## src/rtl/alu_mult_seq.sv

```systemverilog
// Sequential 16x16 -> 32 multiplier that borrows the EX-stage ALU (ADD mode only)
// for operand magnitude, shift-add iterations and final two's-complement negation.
module alu_mult_seq #(
    parameter logic [2:0] OP_ADD = 3'b100,
    parameter int         N_ITER = 16
) (
    input  logic        clk,
    input  logic        rst,
    input  logic        start,
    input  logic        signed_op,
    input  logic [15:0] a_in,
    input  logic [15:0] b_in,
    input  logic [15:0] alu_out,
    input  logic        alu_cout,
    output logic [15:0] alu_A,
    output logic [15:0] alu_B,
    output logic        alu_Cin,
    output logic [2:0]  alu_Op,
    output logic        alu_invA,
    output logic        alu_invB,
    output logic        alu_sign,
    output logic        alu_own,
    output logic        busy,
    output logic        done,
    output logic [15:0] prod_hi,
    output logic [15:0] prod_lo
);

    typedef enum logic [2:0] {
        S_IDLE,
        S_ABS_A,
        S_ABS_B,
        S_MUL,
        S_NEG_LO,
        S_NEG_HI,
        S_DONE
    } state_t;

    state_t      r_state;
    logic [15:0] r_a;
    logic [15:0] r_b;
    logic [15:0] r_m;
    logic [15:0] r_p_hi;
    logic [15:0] r_p_lo;
    logic [3:0]  r_cnt;
    logic        r_signed;
    logic        r_neg;
    logic        r_c;
    logic        r_busy;
    logic        r_done;
    logic        r_own;

    logic [15:0] w_alu_a;
    logic [15:0] w_alu_b;
    logic        w_alu_cin;
    logic        w_alu_inv_a;

    always_ff @(posedge clk or posedge rst) begin
        if (rst) begin
            r_state  <= S_IDLE;
            r_a      <= '0;
            r_b      <= '0;
            r_m      <= '0;
            r_p_hi   <= '0;
            r_p_lo   <= '0;
            r_cnt    <= '0;
            r_signed <= 1'b0;
            r_neg    <= 1'b0;
            r_c      <= 1'b0;
            r_busy   <= 1'b0;
            r_done   <= 1'b0;
            r_own    <= 1'b0;
        end else begin
            case (r_state)
                S_IDLE: begin
                    if (start) begin
                        r_a      <= a_in;
                        r_b      <= b_in;
                        r_signed <= signed_op;
                        r_neg    <= signed_op & (a_in[15] ^ b_in[15]);
                        r_p_hi   <= '0;
                        r_p_lo   <= '0;
                        r_busy   <= 1'b1;
                        r_own    <= 1'b1;
                        r_state  <= S_ABS_A;
                    end
                end
                S_ABS_A: begin
                    r_a     <= alu_out;
                    r_state <= S_ABS_B;
                end
                S_ABS_B: begin
                    r_p_hi  <= '0;
                    r_p_lo  <= alu_out;
                    r_m     <= r_a;
                    r_cnt   <= '0;
                    r_state <= S_MUL;
                end
                S_MUL: begin
                    // Adder carry becomes the new MSB of the right-shifted partial product.
                    {r_p_hi, r_p_lo} <= {alu_cout, alu_out, r_p_lo[15:1]};
                    r_cnt            <= r_cnt + 4'd1;
                    if (r_cnt == 4'(N_ITER - 1)) begin
                        r_state <= S_NEG_LO;
                    end
                end
                S_NEG_LO: begin
                    r_p_lo  <= alu_out;
                    r_c     <= alu_cout;
                    r_state <= S_NEG_HI;
                end
                S_NEG_HI: begin
                    r_p_hi  <= alu_out;
                    r_own   <= 1'b0;
                    r_done  <= 1'b1;
                    r_state <= S_DONE;
                end
                S_DONE: begin
                    r_done  <= 1'b0;
                    r_busy  <= 1'b0;
                    r_state <= S_IDLE;
                end
                default: begin
                    r_state <= S_IDLE;
                end
            endcase
        end
    end

    // Non-negating NEG passes are identity adds, kept so latency never depends on sign.
    always_comb begin
        w_alu_a     = '0;
        w_alu_b     = '0;
        w_alu_cin   = 1'b0;
        w_alu_inv_a = 1'b0;
        case (r_state)
            S_ABS_A: begin
                w_alu_a     = r_a;
                w_alu_inv_a = r_signed & r_a[15];
                w_alu_cin   = r_signed & r_a[15];
            end
            S_ABS_B: begin
                w_alu_a     = r_b;
                w_alu_inv_a = r_signed & r_b[15];
                w_alu_cin   = r_signed & r_b[15];
            end
            S_MUL: begin
                w_alu_a = r_p_hi;
                w_alu_b = r_p_lo[0] ? r_m : 16'h0000;
            end
            S_NEG_LO: begin
                w_alu_a     = r_p_lo;
                w_alu_inv_a = r_neg;
                w_alu_cin   = r_neg;
            end
            S_NEG_HI: begin
                w_alu_a     = r_p_hi;
                w_alu_inv_a = r_neg;
                w_alu_cin   = r_neg & r_c;
            end
            default: begin
                w_alu_a = '0;
            end
        endcase
    end

    assign alu_A    = w_alu_a;
    assign alu_B    = w_alu_b;
    assign alu_Cin  = w_alu_cin;
    assign alu_invA = w_alu_inv_a;
    assign alu_Op   = OP_ADD;
    assign alu_invB = 1'b0;
    assign alu_sign = 1'b0;
    assign alu_own  = r_own;
    assign busy     = r_busy;
    assign done     = r_done;
    assign prod_hi  = r_p_hi;
    assign prod_lo  = r_p_lo;

endmodule

```

## config.mk

```make
export PLATFORM = sky130hd
export DESIGN_NAME = alu_mult_seq
export DESIGN_NICKNAME = d
export VERILOG_FILES = /design/src/rtl/alu_mult_seq.sv
export SDC_FILE = /design/constraint.sdc
export NUM_CORES = 1
export LEC_CHECK = 0
export CAP_MARGIN = 20
export CORE_ASPECT_RATIO = 0.7
export CORE_MARGIN = 8
export CORE_UTILIZATION = 53
export CTS_BUF_LIST = sky130_fd_sc_hd__clkbuf_4 sky130_fd_sc_hd__clkbuf_8 sky130_fd_sc_hd__clkbuf_16
export CTS_CLUSTER_SIZE = 40
export DETAILED_ROUTE_END_ITERATION = 10
export PLACE_DENSITY = 0.9
export SLEW_MARGIN = 20
export SYNTH_ARGS = -nofsm -noshare
export SYNTH_HDL_FRONTEND = slang
export SYNTH_SLANG_ARGS = --single-unit
```

## constraint.sdc

```tcl
create_clock -name clk -period 4.23 [get_ports clk]
set_input_delay 0.6345 -clock clk [delete_from_list [all_inputs] [get_ports clk]]
set_output_delay 0.6345 -clock clk [all_outputs]
set_load 0.02 [all_outputs]
```

==> results of run 1 <==
## state kept, by name (all words and copies together), names as in the netlist
| signal | flops |
|---|---|
| alu_own | 1 |
| busy | 1 |
| done | 1 |
| prod_hi | 16 |
| prod_lo | 16 |
| r_a | 16 |
| r_b | 16 |
| r_c | 1 |
| r_cnt | 4 |
| r_m | 16 |
| r_neg | 1 |
| r_signed | 1 |
| r_state | 3 |
## path summary, 6_finish.rpt
check,from,depth (start not counted),to,slack [ns]
worst min-delay path,r_b[13]$_DFFE_PP0P_,1,r_b[13]$_DFFE_PP0P_,0.48
min in group asynchronous,rst,2,r_b[14]$_DFFE_PP0P_,0.77
max in group asynchronous,rst,3,r_m[3]$_DFFE_PP0N_,2.71
worst min register to register,r_b[13]$_DFFE_PP0P_,1,r_b[13]$_DFFE_PP0P_,0.48
worst max register to register,r_state[2]$_DFFE_PP0P_,5,r_a[9]$_DFFE_PP0P_,1.41
worst max-delay path,r_state[2]$_DFFE_PP0P_,4,alu_A[15],0.64
## layer usage
metal	GRT usage [%]	vias to the layer above
met5	0	-
met4	7.89	0
met3	6.76	35
met2	38.3	234
met1	29.4	2000
li1	-	1802
## cell families (layout without fill, tap and decap cells)
kind of cell               after synthesis  count (layout)
xor gates and xnor gates                 1               1
buffers and inverters                   62             169
muxes                                   63              63
other                                    2               5
adders and majority gates                1               1
AOI/OAI and AO/OA                      142             142
DFF                                     93              93
and+or+nand+nor                         69              69
## layout make-up
type,instances,area share [%]
Clock buffer,9,3.57
Clock inverter,7,1.17
Inverter,23,1.41
Multi-Input combinational cell,281,34.2
Sequential cell,93,36.9
Tap cell,124,2.46
Timing Repair Buffer,130,20.3
## layout by cell type, fill, tap and decap left out, types with 13 or more instances in the layout
cell type        count
dfrtp_1             92
mux2i_1             26
a21o_1              15
and2_1              16
a221o_1             17
a22o_1              15
mux2_1              16
a22oi_1             20
mux2_2              21
clkdlybuf4s50_1    121
o21ai_0             34
inv_1               22
a21oi_1             13
and3_1              16
## report_power, final
part	leakage [uW]	internal, uW	switching, uW
sequential	0.00113	1310	457
combinational	0.00163	1330	1390
clock	0.000146	461	353
total	0.00291	3100	2200
## stage by stage
stage	instance area [sq um]	total power [uW]	instances	utilization [%]	setup WS [ns]
6_report	6310	5300	667	71.0	0.644
5_1_grt	6310	5590	667	71.0	0.589
4_1_cts	6310	5300	667	71.0	0.710
3_5_place_dp	6010	4450	651	67.6	1.09
3_3_place_gp	6010	4340	651	67.6	1.13
2_1_floorplan	4770	3310	436	-	1.18
==> results.yml, run 1 <==
status:
  outcome: "finished, final reports clean"
sta:
  finClkSkew_ns: 0.00669
  post-route-period-util_pct: 84.8
  clock.fmax_ghz: 0.279
  hold_viol_final: 0
  setup_viol: 0
  min_period_ns: 3.59
  rsz0062_at_grt: "no"
  slew_headroom_pct: 31.9
  whs_ns: 0.482
  setup_tns_ns: 0
  report.final.slew_viol_count: 0
  worst_slew_pin_slew_ns: 1.02
drt:
  routed_via_density: 6.10
  routed_wirelength_mm: 14.2
  wl_per_cell_microns: 21.3
  ant_nets: 0
  via_count: 4071
  routed.top_layer: "met4"
  drtPass1Iterations: 5
  drt-initial-drc-count: 598
  drc: 0
  route.met3.wl_mm: 1.56
  wl_met1_mm: 5.58
  wl_met2_mm: 6.76
finish:
  n_antenna_cell: 0
  seqCellArea_sq_um: 2330
  multi_input_area_sq_um: 2160
  fillers: 604
  final_nets: 592
  drive_above_1_share_pct: 9.76
  syn_to_final_growth_pct: 32.7
synth:
  netlist_instances: 433
  synth_xor_area_share_pct: 0.184
  yosys-top-cells-count: "dfrtp_1, o21ai_0, mux2i_1"
  synthMuxAreaShare_pct: 14.2
  syn_area_sq_um: 4760
  synth_fa_ha_area_share_pct: 0.263
  synth_top_family_by_area: "compound AO/OA/AOI/OAI gates"
  synth_warnings: 0
  synthFlopType: "dfrtp_1"
  ys_seq_area_share_pct: 48.9
  ys_types: 44
  synth.area.top_cells: "dfrtp_1, mux2i_1, mux2_2, mux2_1, a221o_1"
  syn_avg_cell_area_sq_um: 11.0
  synth_top_area_share_pct: 48.9
  synthArstFlopShare_pct: 100
  ys_ff_latch: 93
  synth-compound-area-share_pct: 21.5
  synthSimpleGateAreaFrac_pct: 8.63
  yosysMostFrequentCell: "dfrtp_1"
  yosys.area.top_type: "dfrtp_1"
  synth_edf_count: 0
cts:
  clk_pin_slew_ns: 0.07
  cts_buffer_depth: 2
  cts_made_buffers: 9
  cts_hold_buf: 0
  insertion_delay_ns: 0.34
  post_cts_buffers: 0
  cts_tree: "yes"
  ctsResizeCount: 0
  cts.sinks: 93
  cts.htree.levels: 3
  ctsRootBufferMaster: "clkbuf_16"
run:
  max_cap_viol_count: 0
global_route:
  antenna_found_initial: 0
  grt_pass1_vias: 4068
  grt_max_degree: 60
  grt_use_total_pct: 23.4
  grt_pass1_wl_mm: 22.2
  grt.overflow.total: 0
worst_setup_path:
  crit_buf_inv: 1
  cp.arrival_ns: 2.95
  cp-start-kind: "register"
  crit_type: "register to output pin"
  slowest_delay_ns: 0.71
  crit_family: "simple AND/OR/NAND/NOR gates"
  required_ns: 3.60
  cpMaxStageDelayCell: "nand2b_1"
  worstPathMaxFanout: 22
  worstPathCellList: "nand2b_1 > a211o_1 > o211ai_1 > clkdlybuf4s50_1"
  worst_setup_path_end_kind: "output pin"
placement:
  place.gp.congestion: 0.860
  io_buffers: 121
  dp_hpwl_mm: 9.98
die:
  dieArea_sq_um: 12300
  die_x_microns: 129
  io_pins: 127
  core_area_sq_um: 8890
  die_h_microns: 95.3
  initial_core_util_pct: 53.5
  num_rows: 29
power:
  ir_drop_mv: 0.465
  p_leak_uw: 0.00291
  cellPowerDensity_nw_per_um2: 840
hold_path:
  hold_class: "register to register"
Note: power is estimated with default switching activity, not from simulation.
==> run 2, diff against run 1 <==
--- a/config.mk
+++ b/config.mk
@@ -8,11 +8,11 @@
 export CAP_MARGIN = 20
 export CORE_ASPECT_RATIO = 0.7
 export CORE_MARGIN = 8
-export CORE_UTILIZATION = 53
+export CORE_UTILIZATION = 49
 export CTS_BUF_LIST = sky130_fd_sc_hd__clkbuf_4 sky130_fd_sc_hd__clkbuf_8 sky130_fd_sc_hd__clkbuf_16
 export CTS_CLUSTER_SIZE = 40
 export DETAILED_ROUTE_END_ITERATION = 10
-export PLACE_DENSITY = 0.9
+export PLACE_DENSITY = 0.85
 export SLEW_MARGIN = 20
 export SYNTH_ARGS = -nofsm -noshare
 export SYNTH_HDL_FRONTEND = slang
==> constraint.sdc (replaced) <==
create_clock -name clk -period 3.7 [get_ports clk]
set_input_delay 0.555 -clock clk [delete_from_list [all_inputs] [get_ports clk]]
set_output_delay 0.555 -clock clk [all_outputs]
set_load 0.02 [all_outputs]
==> run 2 against run 1 <==
Effect of this change:
- clock power rose by 24%
- sequential power rose by 14%
- flip-flop and latch count did not move
- die area is 6.9% higher
- critical endpoint is now alu_A[8]
- hold slack improved by 0.0056 ns
- combinational power rose by 17%
- cell count rose by 1.0%
- critical path type unchanged
==> results.yml, run 2 (synthesized netlist as in run 1, its figures left out) <==
cts:
  cts_tree: "yes"
  insertion_delay_ns: 0.35
  post_cts_buffers: 0
  ctsResizeCount: 0
  cts_buffer_depth: 2
  cts.sinks: 93
  cts_hold_buf: 0
  ctsRootBufferMaster: "clkbuf_16"
  cts.htree.levels: 3
  cts_made_buffers: 9
  clk_pin_slew_ns: 0.06
sta:
  clock.fmax_ghz: 0.315
  setup_tns_ns: 0
  worst_slew_pin_slew_ns: 0.925
  rsz0062_at_grt: "no"
  finClkSkew_ns: 0.00598
  min_period_ns: 3.18
  post-route-period-util_pct: 85.8
  slew_headroom_pct: 38.3
  setup_viol: 0
  report.final.slew_viol_count: 0
  hold_viol_final: 0
finish:
  multi_input_area_sq_um: 2160
  fillers: 745
  layout_common_cells: "clkdlybuf4s50_1, dfrtp_1, o21ai_0"
  syn_to_final_growth_pct: 33.8
  final_nets: 596
  drive_above_1_share_pct: 10.3
  final_util_pct: 66.5
  final_common_cell: "clkdlybuf4s50_1"
  seqCellArea_sq_um: 2330
  n_antenna_cell: 0
global_route:
  antenna_found_initial: 0
  grt_use_total_pct: 22.5
  grt_pass1_wl_mm: 23.4
  grt.overflow.total: 0
  grt_pass1_vias: 4284
  grt_max_degree: 63
die:
  io_pins: 127
  core_area_sq_um: 9570
  dieArea_sq_um: 13200
  num_rows: 30
  initial_core_util_pct: 49.7
  die_h_microns: 98.4
  die_x_microns: 134
hold_path:
  hold_class: "register to register"
worst_setup_path:
  slowest_delay_ns: 0.75
  worst_setup_path_end_kind: "output pin"
  worstPathCellList: "buf_4 > mux2i_1 > a211o_1 > o21ai_0 > clkdlybuf4s50_1"
  crit_type: "register to output pin"
  worstPathMaxFanout: 27
  cpMaxStageDelayCell: "dfrtp_2"
  cp-start-kind: "register"
  required_ns: 3.14
  cp.arrival_ns: 2.62
drt:
  via_count: 4048
  routed_wirelength_mm: 14.6
  drtPass1Iterations: 5
  drc: 0
  wl_per_cell_microns: 21.7
  ant_nets: 0
  drt-initial-drc-count: 444
  routed_via_density: 6.01
run:
  max_cap_viol_count: 0
power:
  p_leak_uw: 0.00294
  ir_drop_mv: 0.547
  cellPowerDensity_nw_per_um2: 972
placement:
  io_buffers: 121
  dp_hpwl_mm: 10.5
  place.gp.congestion: 0.861
status:
  outcome: "finished, final reports clean"
## run 2: cell types whose count changed in the layout (fill, tap and decap cells not counted)
cell       change
clkinv_4       -1
clkinv_2       -2
inv_6          +1
buf_4          +4
bufinv_16      +1
## run 2: layout make-up
cell class              count  area share, %
clock inverters             6           1.47
multi-input cells         281           33.9
clock buffers               9           3.54
flip-flops and latches     93           36.6
well taps                 128           2.52
repair buffers            134           20.6
inverters                  23           1.40
## run 2: final timing paths
check | startpoint | end | slack [ns] | cells after the start
setup / recovery | r_state[0]$_DFFE_PP0P_ | alu_A[8] | 0.52 | 5
hold / removal | r_b[9]$_DFFE_PP0P_ | r_b[9]$_DFFE_PP0P_ | 0.49 | 1
setup reg to reg | r_state[1]$_DFFE_PP0P_ | prod_lo[8]$_DFFE_PP0P_ | 1.28 | 4
hold reg to reg | r_b[9]$_DFFE_PP0P_ | r_b[9]$_DFFE_PP0P_ | 0.49 | 1
max in group asynchronous | rst | prod_hi[9]$_DFFE_PP0P_ | 2.27 | 3
min in group asynchronous | rst | r_b[13]$_DFFE_PP0P_ | 0.70 | 2
## run 2: report_power, final
| part | switching (uW) | total, uW | internal (uW) |
|---|---|---|---|
| combinational | 1630 | 3170 | 1540 |
| clock | 413 | 1010 | 596 |
| sequential | 507 | 2010 | 1500 |
| total | 2550 | 6190 | 3630 |
## run 2: per-stage QoR
| stage | setup WS [ns] | total power [uW] | std cells | hold slack [ns] | instance area (sq um) |
|---|---|---|---|---|---|
| after detailed placement | 0.904 | 5160 | 659 | 0.478 | 6050 |
| after floorplan | 0.725 | 3780 | 436 | 0.457 | 4770 |
| after global placement | 0.990 | 5020 | 659 | 0.467 | 6050 |
| after CTS | 0.517 | 6190 | 674 | 0.493 | 6360 |
| final | 0.524 | 6190 | 674 | 0.488 | 6360 |
| after global routing | 0.391 | 6530 | 674 | 0.505 | 6360 |
## run 2: worst max-delay path, delay by kind of cell (launching register included)
kind            cells  cell delay (ns)
flops               1             0.75
compound gates      2             0.37
mux                 1             0.11
buf+inv             2             1.04
## run 2: per-layer routing
metal,GRT usage (%),vias up,part of all wire (%)
met4,10.1,0,2.8
met5,0,-,0
li1,-,1800,-
met2,35.0,204,47
met1,28.9,2007,42
met3,5.95,37,8.0
==> run 3, diff against run 2 <==
--- a/config.mk
+++ b/config.mk
@@ -13,6 +13,7 @@
 export CTS_CLUSTER_SIZE = 40
 export DETAILED_ROUTE_END_ITERATION = 10
 export PLACE_DENSITY = 0.85
+export REMOVE_ABC_BUFFERS = 1
 export SLEW_MARGIN = 20
 export SYNTH_ARGS = -nofsm -noshare
 export SYNTH_HDL_FRONTEND = slang
==> run 3 against run 2 <==
Effect of this change:
- non-clock buffer count shrank 1
- clock skew down 0.00065 ns
- sequential power hardly changed
- combinational power is 2% higher
- largest cell class unchanged
==> results.yml, run 3 (synthesized netlist as in run 1, its figures left out) <==
status:
  outcome: "finished, final reports clean"
drt:
  wl_per_cell_microns: 21.9
  routed_via_density: 6.01
  ant_nets: 0
  drtPass1Iterations: 5
  routed_wirelength_mm: 14.8
  via_count: 4054
  drt-initial-drc-count: 485
  drc: 0
hold_path:
  hold_class: "register to register"
sta:
  rsz0062_at_grt: "no"
  setup_tns_ns: 0
  finClkSkew_ns: 0.00533
  hold_viol_final: 0
  worst_slew_pin_slew_ns: 1.02
  min_period_ns: 3.39
  setup_viol: 0
  clock.fmax_ghz: 0.295
  report.final.slew_viol_count: 0
  post-route-period-util_pct: 91.7
  worst_slack_ns: 0.306
  slew_headroom_pct: 32.0
worst_setup_path:
  cp-start-kind: "register"
  worstPathMaxFanout: 20
  worst_setup_path_end_kind: "output pin"
  crit_type: "register to output pin"
  required_ns: 3.14
  cp.arrival_ns: 2.84
global_route:
  antenna_found_initial: 0
  grt_pass1_vias: 4302
  grt_use_total_pct: 22.5
  grt_pass1_wl_mm: 23.6
  grt.overflow.total: 0
  grt_max_degree: 49
finish:
  n_antenna_cell: 0
  final_common_cell: "clkdlybuf4s50_1"
  syn_to_final_growth_pct: 33.5
  final_nets: 595
  final_area_sq_um: 6350
  drive_above_1_share_pct: 10.3
  layout_common_cells: "clkdlybuf4s50_1, dfrtp_1, o21ai_0"
die:
  core_area_sq_um: 9570
  dieArea_sq_um: 13200
  die_h_microns: 98.4
  die_x_microns: 134
  io_pins: 127
  num_rows: 30
  initial_core_util_pct: 49.7
placement:
  dp_hpwl_mm: 10.2
  post_dp_cell_area_sq_um: 6050
  io_buffers: 121
  dp_slack_ns: 0.758
  place.gp.congestion: 0.862
power:
  p_leak_uw: 0.00293
  cellPowerDensity_nw_per_um2: 969
  ir_drop_mv: 0.503
cts:
  clk_pin_slew_ns: 0.06
  ctsRootBufferMaster: "clkbuf_16"
  cts_hold_buf: 0
  cts_made_buffers: 9
  cts.sinks: 93
  cts_tree: "yes"
  ctsResizeCount: 0
  cts_buffer_depth: 2
  cts.htree.levels: 3
  insertion_delay_ns: 0.34
  post_cts_buffers: 0
run:
  max_cap_viol_count: 0
## run 3: cell count changes in the layout (fill, tap and decap cells not counted)
cell,delta
bufinv_16,-1
clkbuf_8,+1
clkbuf_4,+2
clkinv_2,+3
inv_4,-1
inv_6,-3
buf_12,+1
buf_4,-2
## run 3: power by group
group	switching, uW	internal (uW)	leakage (uW)
combinational	1690	1550	0.00165
clock	368	555	0.000149
sequential	499	1500	0.00113
total	2550	3600	0.00293
## run 3: critical path: stages, from the launching register on
cell and delay [ns]:
dfrtp_1 0.78, and3b_1 0.57, buf_4 0.32, and3_1 0.21
clkdlybuf4s50_1 0.61
## run 3: worst paths after layout
kind	start	endpoint	slack (ns)	cells after the start
min in group asynchronous	rst	prod_hi[13]$_DFFE_PP0P_	0.69	2
min reg2reg	done$_DFFE_PP0P_	done$_DFFE_PP0P_	0.49	2
min	done$_DFFE_PP0P_	done$_DFFE_PP0P_	0.49	2
max in group asynchronous	rst	r_cnt[3]$_DFFE_PP0P_	2.31	3
max	r_state[1]$_DFFE_PP0P_	alu_B[15]	0.31	4
max reg2reg	r_state[1]$_DFFE_PP0P_	r_m[1]$_DFFE_PP0N_	0.88	4
## run 3: per-layer routing
layer / up-vias / GRT usage [%] / wire length, microns
met4: 0 / 6.53 / 139
met5: - / 0 / 0
met3: 11 / 8.59 / 1840
li1: 1800 / - / -
met1: 1986 / 29.6 / 6320
met2: 257 / 33.7 / 6490
## run 3: area by class of cell
type | count | area [sq um]
flip-flops and latches | 93 | 2330
repair buffers | 133 | 1310
well taps | 128 | 160
clock buffers | 12 | 254
fillers | 739 | 3220
multi-input cells | 281 | 2160
inverters | 23 | 87.6
clock inverters | 4 | 47.5
## run 3: through the flow
step	std cells	hold slack [ns]	total power [uW]	utilization (%)
detailed placement	658	0.479	5190	63.2
global route	674	0.507	6490	66.4
finish	674	0.493	6160	66.4
CTS	674	0.492	6140	66.4
floorplan	397	0.457	3690	-
global placement	658	0.468	5070	63.2
